<file path="config.mk">
export PLATFORM = sky130hd
export DESIGN_NAME = decode_lane_arbiter
export DESIGN_NICKNAME = d
export VERILOG_FILES = /design/src/rtl/decode_lane_arbiter.sv
export SDC_FILE = /design/constraint.sdc
export NUM_CORES = 1
export LEC_CHECK = 0
export CORE_MARGIN = 5
export CORE_UTILIZATION = 45
export DETAILED_ROUTE_END_ITERATION = 8
export GPL_ROUTABILITY_DRIVEN = 0
export PLACE_DENSITY_LB_ADDON = 0.1
export REMOVE_ABC_BUFFERS = 1
export SYNTH_ARGS = -nofsm -noshare
export SYNTH_HDL_FRONTEND = slang
export SYNTH_SLANG_ARGS = --single-unit
</file>
<file path="constraint.sdc">
create_clock -name clk -period 4.7 [get_ports clk]
set_clock_uncertainty 0.1 [all_clocks]
set_input_delay 0.94 -clock clk [delete_from_list [all_inputs] [get_ports clk]]
set_output_delay 0.94 -clock clk [all_outputs]
set_load 0.01 [all_outputs]
</file>
<file path="src/rtl/decode_lane_arbiter.sv">
// Round-robin arbiter that shares one packet decoder between NUM_LANES lane FIFOs.
// Optional watchdog in DECODE is compiled in with `define DECODE_TIMEOUT_EN.
module decode_lane_arbiter #(
  parameter int NUM_LANES      = 4,
  parameter int LANE_W         = 2,
  parameter int CNT_W          = 16,
  parameter int TIMEOUT_CYCLES = 1024
) (
  input  logic                         clk,
  input  logic                         rst,
  input  logic [NUM_LANES-1:0]         empty_pkt_fifo,
  output logic [NUM_LANES-1:0]         read_pkt_fifo,
  input  logic                         ready_decode_pkt,
  output logic                         start_decode_pkt,
  input  logic                         decode_done,
  output logic [LANE_W-1:0]            lane_sel,
  output logic                         lane_valid,
  output logic                         busy,
  output logic [NUM_LANES*CNT_W-1:0]   lane_pkt_cnt,
  output logic                         decode_timeout
);

  typedef enum logic [1:0] {IDLE, READ, DECODE} state_e;

  state_e                           state_q, state_d;
  logic [LANE_W-1:0]                lane_sel_q, lane_sel_d;
  logic [LANE_W-1:0]                last_grant_q, last_grant_d;
  logic [NUM_LANES-1:0]             req;
  logic                             grant_vld;
  logic [LANE_W-1:0]                grant_idx;
  logic                             to_evt;
  logic [NUM_LANES-1:0][CNT_W-1:0]  cnt_q;

  assign req = ~empty_pkt_fifo;

  // Scan downward so the closest lane after last_grant is the final assignment.
  always_comb begin
    grant_vld = 1'b0;
    grant_idx = '0;
    for (int k = NUM_LANES; k >= 1; k--) begin
      if (req[(int'(last_grant_q) + k) % NUM_LANES]) begin
        grant_vld = 1'b1;
        grant_idx = LANE_W'((int'(last_grant_q) + k) % NUM_LANES);
      end
    end
  end

`ifdef DECODE_TIMEOUT_EN
  localparam int TW = $clog2(TIMEOUT_CYCLES + 1);

  logic [TW-1:0] wd_q;
  logic          to_q;

  // Completion in the final allowed cycle beats the watchdog.
  assign to_evt = (state_q == DECODE) && !decode_done &&
                  (wd_q == TW'(TIMEOUT_CYCLES - 1));

  always_ff @(posedge clk or posedge rst) begin
    if (rst) begin
      wd_q <= '0;
      to_q <= 1'b0;
    end else begin
      to_q <= to_evt;
      if (state_q == READ)        wd_q <= '0;
      else if (state_q == DECODE) wd_q <= wd_q + 1'b1;
    end
  end

  assign decode_timeout = to_q;
`else
  localparam int unsigned TO_LIM = TIMEOUT_CYCLES;
  logic unused_to;
  assign unused_to      = TO_LIM[0];
  assign to_evt         = 1'b0;
  assign decode_timeout = 1'b0;
`endif

  always_ff @(posedge clk or posedge rst) begin
    if (rst) begin
      state_q      <= IDLE;
      lane_sel_q   <= '0;
      last_grant_q <= LANE_W'(NUM_LANES - 1);
    end else begin
      state_q      <= state_d;
      lane_sel_q   <= lane_sel_d;
      last_grant_q <= last_grant_d;
    end
  end

  always_comb begin
    state_d      = state_q;
    lane_sel_d   = lane_sel_q;
    last_grant_d = last_grant_q;
    case (state_q)
      IDLE: begin
        if (grant_vld && ready_decode_pkt) begin
          lane_sel_d = grant_idx;
          state_d    = READ;
        end
      end
      READ: state_d = DECODE;
      DECODE: begin
        if (decode_done || to_evt) begin
          state_d      = IDLE;
          last_grant_d = lane_sel_q;
        end
      end
      default: state_d = IDLE;
    endcase
  end

  genvar i;
  generate
    for (i = 0; i < NUM_LANES; i++) begin : g_lane
      assign read_pkt_fifo[i] = (state_q == READ) && (lane_sel_q == LANE_W'(i));

      always_ff @(posedge clk or posedge rst) begin
        if (rst)
          cnt_q[i] <= '0;
        else if ((state_q == DECODE) && decode_done && (lane_sel_q == LANE_W'(i)))
          cnt_q[i] <= cnt_q[i] + 1'b1;
      end
    end
  endgenerate

  assign start_decode_pkt = (state_q == DECODE);
  assign lane_valid       = (state_q != IDLE);
  assign busy             = (state_q != IDLE);
  assign lane_sel         = lane_sel_q;
  assign lane_pkt_cnt     = cnt_q;

endmodule

</file>
Word level (Yosys, flattened, before mapping)
Cells that the tools add are included.
Word-level totals
  bits in registers: 70
  logic and storage cells: 74
  output and inout port bits: 74
  input port bits: 8
Cells by class
  add/subtract/negate cells: 8
  order comparisons: 4
  reductions and logical operators: 20
  equality and inequality tests: 7
  bitwise gates (word level): 5
  multiplexer cells: 23
Operators with widths (count)
  16-bit by 1-bit adder with 16-bit output, second input constant: 4
  3-bit by 4-bit < comparator with 1-bit output, second input constant: 4
  1-bit two-way mux: 12
  2-bit two-way mux: 6
  1-bit logical AND: 10
  1-bit binary-select mux with 2-bit select: 4
  2-bit OR reduction: 4
  2-bit == test, second input constant: 3
  2-bit one-hot mux with 3 select lines: 1
  2-bit AND reduction: 3
  2-bit by 1-bit adder with 2-bit output, second input constant: 2
  2-bit adder, second input constant: 2
  1-bit bitwise AND, first input constant: 4
  2-bit by 1-bit == test with 1-bit output, second input constant: 2
  2-bit zero test: 2
  4-bit inverter: 1
  2-bit by 1-bit != test with 1-bit output, second input constant: 1
  2-bit != test, second input constant: 1
  2-bit nonzero test: 1

Depth between registers and ports, before layout
  depth in word-level cells: 13
  depth in mapped cells: 6
  mapped depth without buffers: 5

Least setup slack after synthesis
Ideal clock, no wire load.
  kind: reg-to-output
  start: register lane_sel_q[0], in the netlist lane_sel[0]
  end: output read_pkt_fifo[1]
  data required time: 3.660 ns
  data arrival time: 1.058 ns
  path slack: 2.602 ns
  buffers on the path: 1
  stages on the path, launching flop included: 4
  path through: dfrtp_1 > buf_2 > inv_1 > nor3_1
On the way
  longest elaborated chain between the ends: 2
RTL lines
  from (decl): line 26  | logic [LANE_W-1:0] lane_sel_q, lane_sel_d;
  from (signal assigned): line 85  | lane_sel_q <= lane_sel_d;
  2-bit by 1-bit == test with 1-bit output: line 115  | assign read_pkt_fifo[i] = (state_q == READ) && (lane_sel_q == LANE_W'(i));
  1-bit logical AND: line 115
  to (decl): line 12  | output logic [NUM_LANES-1:0] read_pkt_fifo,
No other way between the ends.

Worst setup path in the final report
  start: register lane_sel_q[0], in the netlist lane_sel[0]
  end: output read_pkt_fifo[3]
On the way
  longest elaborated chain between the ends: 2
RTL lines (line)
  2-bit == test: 115
  1-bit logical AND: 115
No other way between the ends.

==> metrics.txt <==
# port buffers=80; # IOs=82; Lkg Pwr=1.991 nW; vias in the first global route=2401; maximum clock path buffer count=2; Seq pwr share=44.7%; synthesized area per cell=11.22 um^2; CP Data Arrival Time=2.06 ns; Layout Nets=386; outcome=completed; core area=6907 um^2; post-synthesis sequential area ratio=54.28%; max-slew violation count=0; dpl ws=1.810 ns; clk sinks=70; Die Span Y=94.75 um; GRT Overall Usage=16.14%; most common cell after layout, fill and taps aside=clkdlybuf4s50_1; Yosys Warn Count=0; CTS buffer count=9; antenna-violating nets left=0; Crit-path slowest cell=dfrtp_1; initial antenna violation count=0; switch share=28.99%; die area=8977 um^2; post-synthesis compound-gate area fraction=1.781%; largest family of logic cells by synthesized area=simple AND/OR/NAND/NOR gates; post-synth cell types=34; DR vias=2427; CP startpoint kind=flop; critical path fanouts, max=16; PD cells=405.9 nW/um^2; cell-internal power=0.001260 W; remaining global-route overflow=0; hold buffers post-CTS=0; slew margin rel.=29.98%; root buffer cell=clkbuf_8; Min-Delay Path Class=reg2reg; largest net degree at the start of global routing=52; crit end category=output pin; Post-Route Setup TNS=0 ns; final wirelength=6.714 mm; multiplexer share of the synthesized area=1.742%; area grow syn2layout=35.27%; setup violators final=0; fraction of the cycle the final worst path needs=65.87%; FP Rows=30; wire length per cell=14.13 um; Syn Std Cell Area=3232 um^2; critical path type=reg2out; combinational share of power=21.9%; Clock Power Share=33.4%; Post-CTS Resized=0; Slew @ Worst Pin=1.049 ns; Pre-antenna DRT Iters=4; first-pass GRT wire length=11.39 mm; Switch Pwr=0.0005143 W; setup ws final=1.604 ns; number of synthesized register bits=70; Worst Path Required=3.66 ns; fmax=323.0 MHz; fraction of layout cells with a size suffix above 1=8.179%; CP cell instances=inv_1, nor3_1, clkdlybuf4s50_1; Setup Buffers After CTS=0; CP max stage delay=0.68 ns; post-synthesis cell count=288; most frequent cells in the layout=80 x clkdlybuf4s50_1, 68 x dfrtp_1, 38 x xnor2_1; Initial Utilization=46.79%; drt via density=5.109; Max-Cap Viols=0; final hold vios=0; Design Power=0.001774 W; Synth Area in XOR/XNOR=16.26%; CTS tree=done; # diodes=0; area share of and/or/nand/nor cells after synthesis=22.34%; maximum VDD drop=0.0002793 V; post-synthesis adder-cell area fraction=1.549%; Detail Placement HPWL=4.915 mm; clock transition at the registers of the reported paths=0.07 ns; RSZ-0062 raised after global routing=false; htree depth=3; Die X=94.75 um; DRC=0; 1st-iter DRT viols=71; worst skew pair latency=0.33 ns; fin crit period=3.096 ns
## kinds of logic (layout without fill, tap and decap cells)
| group | after synthesis | in the layout |
|---|---|---|
| XOR/XNOR | 60 | 60 |
| flip-flops | 70 | 70 |
| buffers and inverters | 13 | 104 |
| other | 1 | 1 |
| AND/OR/NAND/NOR | 126 | 126 |
| multiplexers | 5 | 5 |
| AO/OA/AOI/OAI | 9 | 9 |
| adder cells (fa/ha/maj) | 4 | 4 |
## final timing paths
kind	from	to	slack [ns]	cells after the start
setup / recovery	lane_sel[0]$_DFFE_PP0P_	read_pkt_fifo[3]	1.60	3
hold / removal	lane_pkt_cnt[15]$_DFFE_PP0P_	lane_pkt_cnt[15]$_DFFE_PP0P_	0.37	1
setup reg to reg	lane_sel[1]$_DFFE_PP0P_	lane_pkt_cnt[31]$_DFFE_PP0P_	2.74	4
hold reg to reg	lane_pkt_cnt[15]$_DFFE_PP0P_	lane_pkt_cnt[15]$_DFFE_PP0P_	0.37	1
max in group asynchronous	rst	lane_pkt_cnt[34]$_DFFE_PP0P_	2.58	3
min in group asynchronous	rst	lane_pkt_cnt[40]$_DFFE_PP0P_	1.08	2
## cell type report
class	instances	area (um^2)
Clock buffer	11	141.4
Clock inverter	5	106.4
Fill cell	580	2535
Inverter	7	26.28
Multi-Input combinational cell	205	1415
Sequential cell	70	1754
Tap cell	96	120.1
Timing Repair Buffer	81	808.3
## synth_stat cells
cell | count | area [um^2]
and2_1 | 1 | 6.260
dfrtp_1 | 68 | 1702
xor2_1 | 22 | 192.7
nor3_2 | 3 | 30.03
dfstp_2 | 2 | 52.55
nor2b_1 | 3 | 18.77
buf_4 | 3 | 22.52
and4bb_2 | 1 | 12.51
a21oi_1 | 2 | 10.01
o21ai_0 | 3 | 15.01
nand4bb_1 | 1 | 11.26
and3_1 | 15 | 93.84
nand2_1 | 30 | 112.6
xnor2_1 | 38 | 332.8
buf_2 | 2 | 10.01
nand4_1 | 15 | 93.84
nand2b_1 | 4 | 25.02
conb_1 | 1 | 3.750
nand4_4 | 1 | 21.27
nand3_1 | 20 | 100.1
nand4b_2 | 1 | 15.01
o21bai_1 | 1 | 7.510
inv_1 | 7 | 26.28
mux2_2 | 5 | 56.30
nor4_1 | 1 | 6.260
o22ai_1 | 1 | 6.260
clkbuf_1 | 1 | 3.750
a22o_1 | 1 | 8.760
and4_1 | 6 | 52.55
ha_1 | 4 | 50.05
nor3_1 | 12 | 60.06
nor2_1 | 11 | 41.29
nor4_4 | 1 | 21.27
a221o_1 | 1 | 10.01
## flip-flops by register name (all words and copies together), names as in the netlist
| signal | flops |
|---|---|
| lane_pkt_cnt | 64 |
| lane_sel | 2 |
| last_grant_q | 2 |
| state_q | 2 |
## per-stage QoR
step	std cells	hold slack [ns]	util [%]	area, um^2
finish	475	0.3703	63.30	4372
global route	475	0.4021	63.30	4372
CTS	475	0.3760	63.30	4372
detailed placement	459	0.3661	59.71	4124
global placement	459	0.3606	59.71	4124
floorplan	282	0.3678	-	3196
## worst max-delay path: cells and delay by family, from the launching register on
| kind | cells | cell delay [ns] |
|---|---|---|
| buffers and inverters | 2 | 0.81 |
| flip-flops | 1 | 0.68 |
| AND/OR/NAND/NOR | 1 | 0.24 |
## power groups by stage
stage / logic [W] / registers, W / clock network, W
floorplan: 0.000173 / 0.000799 / 0
global placement: 0.000383 / 0.000801 / 0
detailed placement: 0.000392 / 0.000802 / 0
CTS: 0.000395 / 0.000793 / 0.000607
global route: 0.000430 / 0.000812 / 0.000633
finish: 0.000389 / 0.000793 / 0.000593
## per-layer routing
layer	up-vias	wire, um	share of wire (%)	global-route usage [%]
li1	1170	-	-	-
met1	1189	3181	47	21.32
met2	64	3062	46	24.78
met3	4	416	6.2	4.462
met4	0	53	0.79	7.212
met5	-	0	0	0
No activity file was read; power rests on OpenSTA's default activity.
